$ cat src/rtl/jtkicker_irq_pkg.sv
// rtl/jtkicker_irq_pkg.sv - register map shared by the interrupt controller and its users
package jtkicker_irq_pkg;

   localparam logic [1:0] REG_EN   = 2'd0;
   localparam logic [1:0] REG_POL  = 2'd1;
   localparam logic [1:0] REG_ACK  = 2'd2;
   localparam logic [1:0] REG_WDOG = 2'd3;

endpackage

$ cat src/rtl/jtkicker_irqctl_ch.sv
// rtl/jtkicker_irqctl_ch.sv - one interrupt channel: trigger edge detect and pending flop
module jtkicker_irqctl_ch (
   input  logic clk,
   input  logic rstn,
   input  logic armed,
   input  logic trig,
   input  logic pol,
   input  logic en,
   input  logic pause,
   input  logic ack,
   output logic pending,
   output logic rise
);

   logic trig_l;
   logic edge_det;

   // armed masks the first clk after reset so a source already high is not an edge
   always_comb begin
      rise     = armed & ~trig_l & trig;
      edge_det = armed & (pol ? (trig_l & ~trig) : (~trig_l & trig));
   end

   always_ff @(posedge clk or negedge rstn) begin
      if (!rstn) begin
         trig_l  <= 1'b0;
         pending <= 1'b0;
      end else begin
         trig_l <= trig;
         if (!en)
            pending <= 1'b0;
         else if (edge_det && !pause)
            pending <= 1'b1;
         else if (ack)
            pending <= 1'b0;
      end
   end

endmodule

$ cat src/rtl/jtkicker_irqctl.sv
// rtl/jtkicker_irqctl.sv - multi-channel edge-triggered IRQ controller; watchdog gated by JTKICKER_WDOG_EN
module jtkicker_irqctl
   import jtkicker_irq_pkg::*;
#(
   parameter int NCH         = 2,
   parameter int WDOG_FRAMES = 8
) (
   input  logic           clk,
   input  logic           rstn,
   input  logic           cen,
   input  logic           cs,
   input  logic           wr,
   input  logic [1:0]     addr,
   input  logic [7:0]     din,
   output logic [7:0]     dout,
   input  logic [NCH-1:0] trig,
   input  logic           pause,
   output logic [NCH-1:0] irq_n,
   output logic           wdog_rst
);

   logic           armed;
   logic           bus_wr;
   logic           kick;
   logic [NCH-1:0] en, en_nx, pol, ack, pending, rise;
   logic [7:0]     wdog_cnt;
   logic [7:0]     rd_data;

   assign bus_wr = cs & wr & cen;
   assign kick   = bus_wr && (addr == REG_WDOG);
   assign ack    = (bus_wr && (addr == REG_ACK)) ? din[NCH-1:0] : '0;
   // channels see the enable being written this clk so a disable beats a same-clk edge
   assign en_nx  = (bus_wr && (addr == REG_EN)) ? din[NCH-1:0] : en;
   assign irq_n  = ~pending;

   always_ff @(posedge clk or negedge rstn) begin
      if (!rstn) begin
         armed <= 1'b0;
         en    <= '0;
         pol   <= '0;
      end else begin
         armed <= 1'b1;
         en    <= en_nx;
         if (bus_wr && (addr == REG_POL))
            pol <= din[NCH-1:0];
      end
   end

   for (genvar i = 0; i < NCH; i++) begin : g_ch
      jtkicker_irqctl_ch u_ch (
         .clk     (clk),
         .rstn    (rstn),
         .armed   (armed),
         .trig    (trig[i]),
         .pol     (pol[i]),
         .en      (en_nx[i]),
         .pause   (pause),
         .ack     (ack[i]),
         .pending (pending[i]),
         .rise    (rise[i])
      );
   end

`ifdef JTKICKER_WDOG_EN
   localparam logic [7:0] WDOG_LAST = 8'(WDOG_FRAMES - 1);

   always_ff @(posedge clk or negedge rstn) begin
      if (!rstn) begin
         wdog_cnt <= 8'd0;
         wdog_rst <= 1'b0;
      end else begin
         wdog_rst <= 1'b0;
         if (kick) begin
            wdog_cnt <= 8'd0;
         end else if (rise[0]) begin
            if (wdog_cnt == WDOG_LAST) begin
               wdog_cnt <= 8'd0;
               wdog_rst <= 1'b1;
            end else begin
               wdog_cnt <= wdog_cnt + 8'd1;
            end
         end
      end
   end
`else
   assign wdog_cnt = 8'd0;
   assign wdog_rst = 1'b0;
`endif

   always_comb begin
      rd_data = 8'd0;
      case (addr)
         REG_EN:  rd_data = 8'(en);
         REG_POL: rd_data = 8'(pol);
         REG_ACK: rd_data = 8'(pending);
         default: rd_data = wdog_cnt;
      endcase
   end

   always_ff @(posedge clk or negedge rstn) begin
      if (!rstn)
         dout <= 8'd0;
      else if (cs && !wr)
         dout <= rd_data;
   end

   logic unused_in;
   assign unused_in = ^{din, rise, kick};

endmodule

$ cat config.mk
export PLATFORM = sky130hd
export DESIGN_NAME = jtkicker_irqctl
export DESIGN_NICKNAME = d
export VERILOG_FILES = /design/src/rtl/jtkicker_irq_pkg.sv /design/src/rtl/jtkicker_irqctl_ch.sv /design/src/rtl/jtkicker_irqctl.sv
export SDC_FILE = /design/constraint.sdc
export NUM_CORES = 1
export LEC_CHECK = 0
export ABC_AREA = 1
export CAP_MARGIN = 20
export CORE_AREA = 2 2 42 44
export DETAILED_ROUTE_END_ITERATION = 6
export DIE_AREA = 0 0 44 46
export PLACE_DENSITY_LB_ADDON = 0.05
export SLEW_MARGIN = 15
export SYNTH_ARGS = -nofsm -noshare
export SYNTH_HDL_FRONTEND = slang
export SYNTH_SLANG_ARGS = --single-unit
$ cat constraint.sdc
create_clock -name clk -period 1.4 [get_ports clk]
set_input_delay 0.28 -clock clk [delete_from_list [all_inputs] [get_ports clk]]
set_output_delay 0.28 -clock clk [all_outputs]
set_load 0.02 [all_outputs]
### Yosys cells after proc, flatten, opt, wreduce, memory -nomap -nowiden

Cells that the tools add are included.
W data, S select, Z words.

* output and inout bits: 11
* flip-flop bits (word level): 17

* muxes and demuxes: 11
* eq/ne operators: 4
* reduce and logical (&&, ||, !) cells: 9
* bitwise gates (word level): 13

Operators by type and width (number)
* $and A1 B1 Y1: 8
* $mux W1: 8
* $logic_and A1 B1 Y1: 6
* $ne A3 B1 Y1 const B: 2
* $pmux W2 S3: 1
* $mux W2: 2
* $not A1 Y1: 4
* $eq A2 B1 Y1 const B: 1
* $eq A2 B2 Y1 const B: 1
* $logic_not A1 Y1: 2
* $logic_not A2 Y1: 1
* $not A2 Y2: 1

### Longest topological paths before layout

Gate-level depths: netlist of run 1.

* depth in word-level cells: 7
* depth in mapped cells: 6

### Modules after synthesis

From an unflattened synthesis of run 1, not the netlist that was laid out.

* cell total of the unflattened synthesis: 92
* area total of the unflattened synthesis: 690.7 um^2

By module, submodules not included
* jtkicker_irqctl: area an instance 430.4 um^2, times used 1, cells each 58
* jtkicker_irqctl_ch: area an instance 130.1 um^2, times used 2, cells each 17

### Worst setup path after synthesis of run 1

No wires, ideal clock.

* path kind: register -> output
* start point: reg g_ch[0].u_ch.pending
* end point: out irq_n[0]
* data required time: 1120 ps
* data arrival time: 510 ps
* path slack: 610 ps
* stages on the path, launching flop included: 2
* buffers on the path: 0
* path through: dfrtp_1 -> inv_1

* word-level cells in the longest chain between the ends: 1

RTL lines
* from (decl): RTL line jtkicker_irqctl_ch.sv:11 `output logic pending,`
* from (signal assigned): RTL line jtkicker_irqctl_ch.sv:27 `pending <= 1'b0;`
* from (signal assigned): RTL line jtkicker_irqctl_ch.sv:31 `pending <= 1'b0;`
* from (signal assigned): RTL line jtkicker_irqctl_ch.sv:33 `pending <= 1'b1;`
* $not A2 Y2: RTL line jtkicker_irqctl.sv:34 `assign irq_n = ~pending;`
* to (decl): RTL line jtkicker_irqctl.sv:18 `output logic [NCH-1:0] irq_n,`

No other way between the ends.

### Worst setup path after layout of run 1

* start point: reg g_ch[1].u_ch.pending
* end point: out irq_n[1]

* word-level cells in the longest chain between the ends: 1

RTL lines (RTL line)
* from (decl): jtkicker_irqctl_ch.sv:11
* from (signal assigned): jtkicker_irqctl_ch.sv:27
* from (signal assigned): jtkicker_irqctl_ch.sv:31
* from (signal assigned): jtkicker_irqctl_ch.sv:33
* $not A2 Y2: jtkicker_irqctl.sv:34

No other way between the ends.

==> results.yml, run 1 <==
floorplanning:
  core_region_area_um2: 1614
  io_pins: 29
  num_rows: 15
  die_area_um2: 2024
  die_h_um: 46
  start_util_pct: 39.07
  die_w_um: 44
logic_synthesis:
  synth_area_leaders: "dfrtp_1 (44%), nand2_1 (14%), inv_1 (8.9%)"
  synth-seq-cells: 11
  syn_avg_cell_area_um2: 7.333
  yosys.area.top_type: "dfrtp_1"
  synth_top_area_share_pct: 43.65
  synth_cells: 86
  ys_warn_count: 0
  ys_seq_area_share_pct: 43.65
  netlist_area_um2: 630.6
  ys_types: 13
grt:
  grt-ovfl-total: 0
  grt_pass1_vias: 513
  use_met1_pct: 15.76
  grt_pass1_wl_um: 2007
  grtUsageMet3_pct: 3.175
  grt_usage_pct: 13.94
  use_met2_pct: 24.41
  grt.busiest_layer: "met2"
  antenna_found_initial: 0
  grt_max_degree: 12
sta:
  skew_ns: 0.002430
  hold_viol_final: 0
  period_share_pct: 93.92
  timing.hold.ws_ns: 0.3114
  setup_violations: 0
  rsz0062_at_grt: "false"
  max_clock_freq_mhz: 760.5
  finalCriticalPeriod_ns: 1.315
  finalMaxSlewViolations: 0
placed_design:
  numPortBuffers: 15
  placed_cell_area_um2: 794.5
  gp_congestion: 0.7347
  dp_hpwl_um: 958.6
job:
  maxCapViolations: 0
layout:
  fillerInstances: 175
  fin_nets: 126
  seq_area_um2: 275.3
  layout_commonest_cell: "nand2_1"
  antenna_cells: 0
  stdcell_area_um2: 815.8
  multi_input_area_um2: 261.5
  final_cell_mix: "nand2_1 (23), inv_1 (15), dfrtp_1 (11), clkdlybuf4s50_1 (11), nand3_1 (9)"
  drive_gt1_share_pct: 14.95
  area_growth_pct: 29.36
  utilization_pct: 50.54
route:
  routed_wl_um: 1173
  wl_per_cell_um: 9.460
  vias_per_cell: 4.298
  via_count: 533
  ant_nets: 0
  drtPass1Iterations: 2
  drt_iter0_drc: 9
  drc: 0
clock_network:
  clock_latency_ns: 0.26
  cts-root-buf: "clkbuf_4"
  clkSinkCount: 11
  cts_made_buffers: 3
  ctsLongestPathBuffers: 2
  clkTransAtPathRegs_ns: 0.07
  cts_tree: "done"
  h-tree-depth: 1
  hold_buffers: 0
setup_path:
  cp-start-kind: "flop"
  worstPathArrival_ns: 1.03
  required_ns: 1.12
  worstPathMaxFanout: 3
  end_kind: "output pin"
  path_class: "flop to output pin"
pwr:
  powerDensity_nw_per_um2: 1106
  peakVddDrop_uv: 497.2
  leakagePower_uw: 0.0004225
  power_uw: 901.9
outcome:
  status: "finished, final reports clean"
hold_path:
  hp-class: "input port to async pin"
sequential cells by signal, summed over array words and instances, names as in the netlist:
name               flops
pol                    2
en                     2
g_ch.u_ch.pending      2
dout                   2
g_ch.u_ch.trig_l       2
armed                  1
metal layers:
metal / wire [um] / vias to the layer above / share of wire [%]
met5: 0 / - / 0
met4: 10 / 0 / 0.85
met3: 91 / 2 / 7.8
met2: 551 / 16 / 47
met1: 520 / 228 / 44
li1: - / 287 / -
kinds of logic after synthesis:
kind of cell | Yosys count | share of synthesized area [%]
simple gates | 41 | 29.17
flops | 11 | 43.65
other cells | 2 | 1.191
buf+inv | 24 | 18.45
compound gates | 8 | 7.540
repair_timing:
action                                  CTS  global route
buffers inserted                          0             0
endpoints found under the setup margin    4             0
gates resized for setup                   4             0
final cells by class:
type | count | area share (%)
Clock buffer | 4 | 3.221
Inverter | 17 | 7.822
Multi-Input combinational cell | 57 | 32.06
Sequential cell | 11 | 33.74
Tap cell | 17 | 2.607
Timing Repair Buffer | 18 | 20.55
worst max-delay path, cell delays in order, from the launching register on:
cell,delay [ns]
dfrtp_1,0.40
inv_1,0.05
dlygate4sd2_1,0.32
through the flow:
stage / TNS, ns / setup slack [ns] / instances
3_5_place_dp: -0.2247 / -0.06112 / 120
6_report: 0 / 0.08507 / 124
2_1_floorplan: 0 / 0.6096 / 92
3_3_place_gp: -0.2599 / -0.05878 / 120
5_1_grt: 0 / 0.02434 / 124
4_1_cts: 0 / 0.06717 / 124
synthesized netlist by cell type, drive strengths merged:
library cell and number:
a21oi 2, conb 2, buf 7, nand2 25, inv 17, o21ai 6, nor3 1, nand3 9
nor2 6, dfrtp 11
path summary, 6_finish.rpt:
| check | from | to | slack [ns] | cells after the start |
|---|---|---|---|---|
| min in group clk | trig[1] | g_ch[1].u_ch.trig_l | 0.48 | 1 |
| worst max register to register | g_ch[1].u_ch.trig_l | g_ch[1].u_ch.pending | 0.57 | 3 |
| worst min register to register | dout[1] | dout[1] | 0.50 | 2 |
| max in group asynchronous | rstn | en[0] | 0.94 | 2 |
| worst min-delay path | rstn | dout[1] | 0.31 | 2 |
| worst max-delay path | g_ch[1].u_ch.pending | irq_n[1] | 0.09 | 2 |
report_power, final:
part | total (uW) | internal (uW) | leakage (uW) | switching (uW)
clock network | 220 | 110 | 0.0000150 | 110
logic | 269 | 113 | 0.000277 | 156
registers | 413 | 376 | 0.000131 | 36.9
total | 902 | 599 | 0.000423 | 303
No activity file was read; power rests on OpenSTA's default activity.
==> run 2: changes to the inputs <==
--- a/config.mk
+++ b/config.mk
@@ -11,6 +11,7 @@
 export DETAILED_ROUTE_END_ITERATION = 6
 export DIE_AREA = 0 0 44 46
 export PLACE_DENSITY_LB_ADDON = 0.05
+export SKIP_CTS_REPAIR_TIMING = 1
 export SLEW_MARGIN = 15
 export SYNTH_ARGS = -nofsm -noshare
 export SYNTH_HDL_FRONTEND = slang
==> run 2 against run 1 <==
  * Design area rose by 1.8%
  * Clock power about the same
  * Power increased by 1.7%
  * Non-clock buffer count stayed put
  * Combinational power is 6% higher
  * Utilization rose by 0.93 points
  * Routed wire length rose by 0.85%
  * Largest power group unchanged
==> results.yml, run 2 (synthesis gave the netlist of run 1 again) <==
route:
  drt_iter0_drc: 9
  drc: 0
  wl_per_cell_um: 9.540
  via_count: 533
  routed_wl_um: 1183
  ant_nets: 0
  drtPass1Iterations: 2
  vias_per_cell: 4.298
clock_network:
  cts-root-buf: "clkbuf_4"
  clock_latency_ns: 0.26
  clkTransAtPathRegs_ns: 0.07
  clkSinkCount: 11
  h-tree-depth: 1
  cts_tree: "done"
  ctsLongestPathBuffers: 2
  cts_made_buffers: 3
job:
  maxCapViolations: 0
pwr:
  p_sw_share_pct: 33.08
  power_frac_comb_pct: 31.0
  power_frac_seq_pct: 45.0
  intPower_uw: 613.6
  p_sw_uw: 303.3
  leakagePower_uw: 0.0004524
  clkPwrFrac_pct: 24.0
  powerDensity_nw_per_um2: 1104
  peakVddDrop_uv: 498.6
layout:
  drive_gt1_share_pct: 14.95
  antenna_cells: 0
  final_cell_mix: "nand2_1 (23), inv_1 (15), dfrtp_1 (11), clkdlybuf4s50_1 (11), nand3_1 (9)"
  area_growth_pct: 31.75
  layout_commonest_cell: "nand2_1"
  stdcell_area_um2: 830.8
  utilization_pct: 51.47
  fin_nets: 126
floorplanning:
  die_w_um: 44
  die_area_um2: 2024
  io_pins: 29
  core_region_area_um2: 1614
  num_rows: 15
  start_util_pct: 39.07
  die_h_um: 46
placed_design:
  numPortBuffers: 15
  place_ws_ns: -0.06112
  placed_cell_area_um2: 794.5
  dp_hpwl_um: 958.6
  gp_congestion: 0.7347
sta:
  timing.setup.tns_ns: 0
  period_share_pct: 86.13
  max_clock_freq_mhz: 829.3
  hold_viol_final: 0
  setup_violations: 0
  finalMaxSlewViolations: 0
  timing.hold.ws_ns: 0.3116
  rsz0062_at_grt: "false"
  skew_ns: 0.002430
  finalCriticalPeriod_ns: 1.206
  fin_ws_ns: 0.1941
grt:
  grt_pass1_vias: 513
  grt_pass1_wl_um: 2007
  grt_max_degree: 12
  grt_usage_pct: 13.94
  grt-ovfl-total: 0
  antenna_found_initial: 0
setup_path:
  worst_path_max_delay_cell: "dfrtp_1"
  path_class: "flop to output pin"
  required_ns: 1.12
  end_kind: "output pin"
  cp-start-kind: "flop"
  worstPathArrival_ns: 0.93
  reg2reg_slack_ns: 0.57
  cp_slowest_stage_delay_ns: 0.40
  worstPathCellList: "inv_1, dlymetal6s2s_1"
  worstPathMaxFanout: 3
hold_path:
  hp-class: "input port to async pin"
outcome:
  status: "finished, final reports clean"
## run 2: changes by cell type in the layout (fill, tap and decap cells not counted)
cell	before	now
dlygate4sd2_1	4	0
dlymetal6s2s_1	0	4
## run 2: worst paths after layout
check | to | start | cells past startpoint
max | irq_n[1] | g_ch[1].u_ch.pending | 2
min | dout[1] | rstn | 2
max reg2reg | g_ch[1].u_ch.pending | g_ch[1].u_ch.trig_l | 3
min reg2reg | dout[1] | dout[1] | 2
max in group asynchronous | en[0] | rstn | 2
min in group clk | g_ch[1].u_ch.trig_l | trig[1] | 1
## run 2: area by class of cell
type	instances	area (um^2)
Fill cell	169	783.3
Sequential cell	11	275.3
Multi-Input combinational cell	57	261.5
Timing Repair Buffer	18	182.7
Inverter	17	63.81
Clock buffer	4	26.28
Tap cell	17	21.27
## run 2: stage by stage
step	cells	power, uW
floorplan	92	595.9
finish	124	916.8
CTS	124	937.0
detailed placement	120	714.2
global placement	120	711.5
global route	124	987.3
## run 2: power by group through the flow
stage          combinational, uW  clock [uW]  sequential (uW)
2_1_floorplan                172           0              424
3_3_place_gp                 292           0              419
3_5_place_dp                 294           0              420
4_1_cts                      295         228              413
5_1_grt                      320         246              421
6_report                     284         220              413
## run 2: worst max-delay path: cells and delay by family, from the launching register on
kind / cells / cell delay [ns]
buf+inv: 2 / 0.26
flops: 1 / 0.40
## run 2: routing by layer
layer	wire [um]	vias up	GRT usage, %	part of all wire [%]
met5	0	-	0	0
li1	-	287	-	-
met4	10	0	7.273	0.85
met3	95	2	3.175	8.0
met1	522	228	15.76	44
met2	554	16	24.41	47
==> run 3: changes to the inputs <==
--- a/config.mk
+++ b/config.mk
@@ -10,8 +10,10 @@
 export CORE_AREA = 2 2 42 44
 export DETAILED_ROUTE_END_ITERATION = 6
 export DIE_AREA = 0 0 44 46
+export GPL_TIMING_DRIVEN = 1
 export PLACE_DENSITY_LB_ADDON = 0.05
 export SKIP_CTS_REPAIR_TIMING = 1
+export SKIP_LAST_GASP = 1
 export SLEW_MARGIN = 15
 export SYNTH_ARGS = -nofsm -noshare
 export SYNTH_HDL_FRONTEND = slang
==> results of run 3 <==
No change in the layout: final DEF, timing and power equal those of run 2.
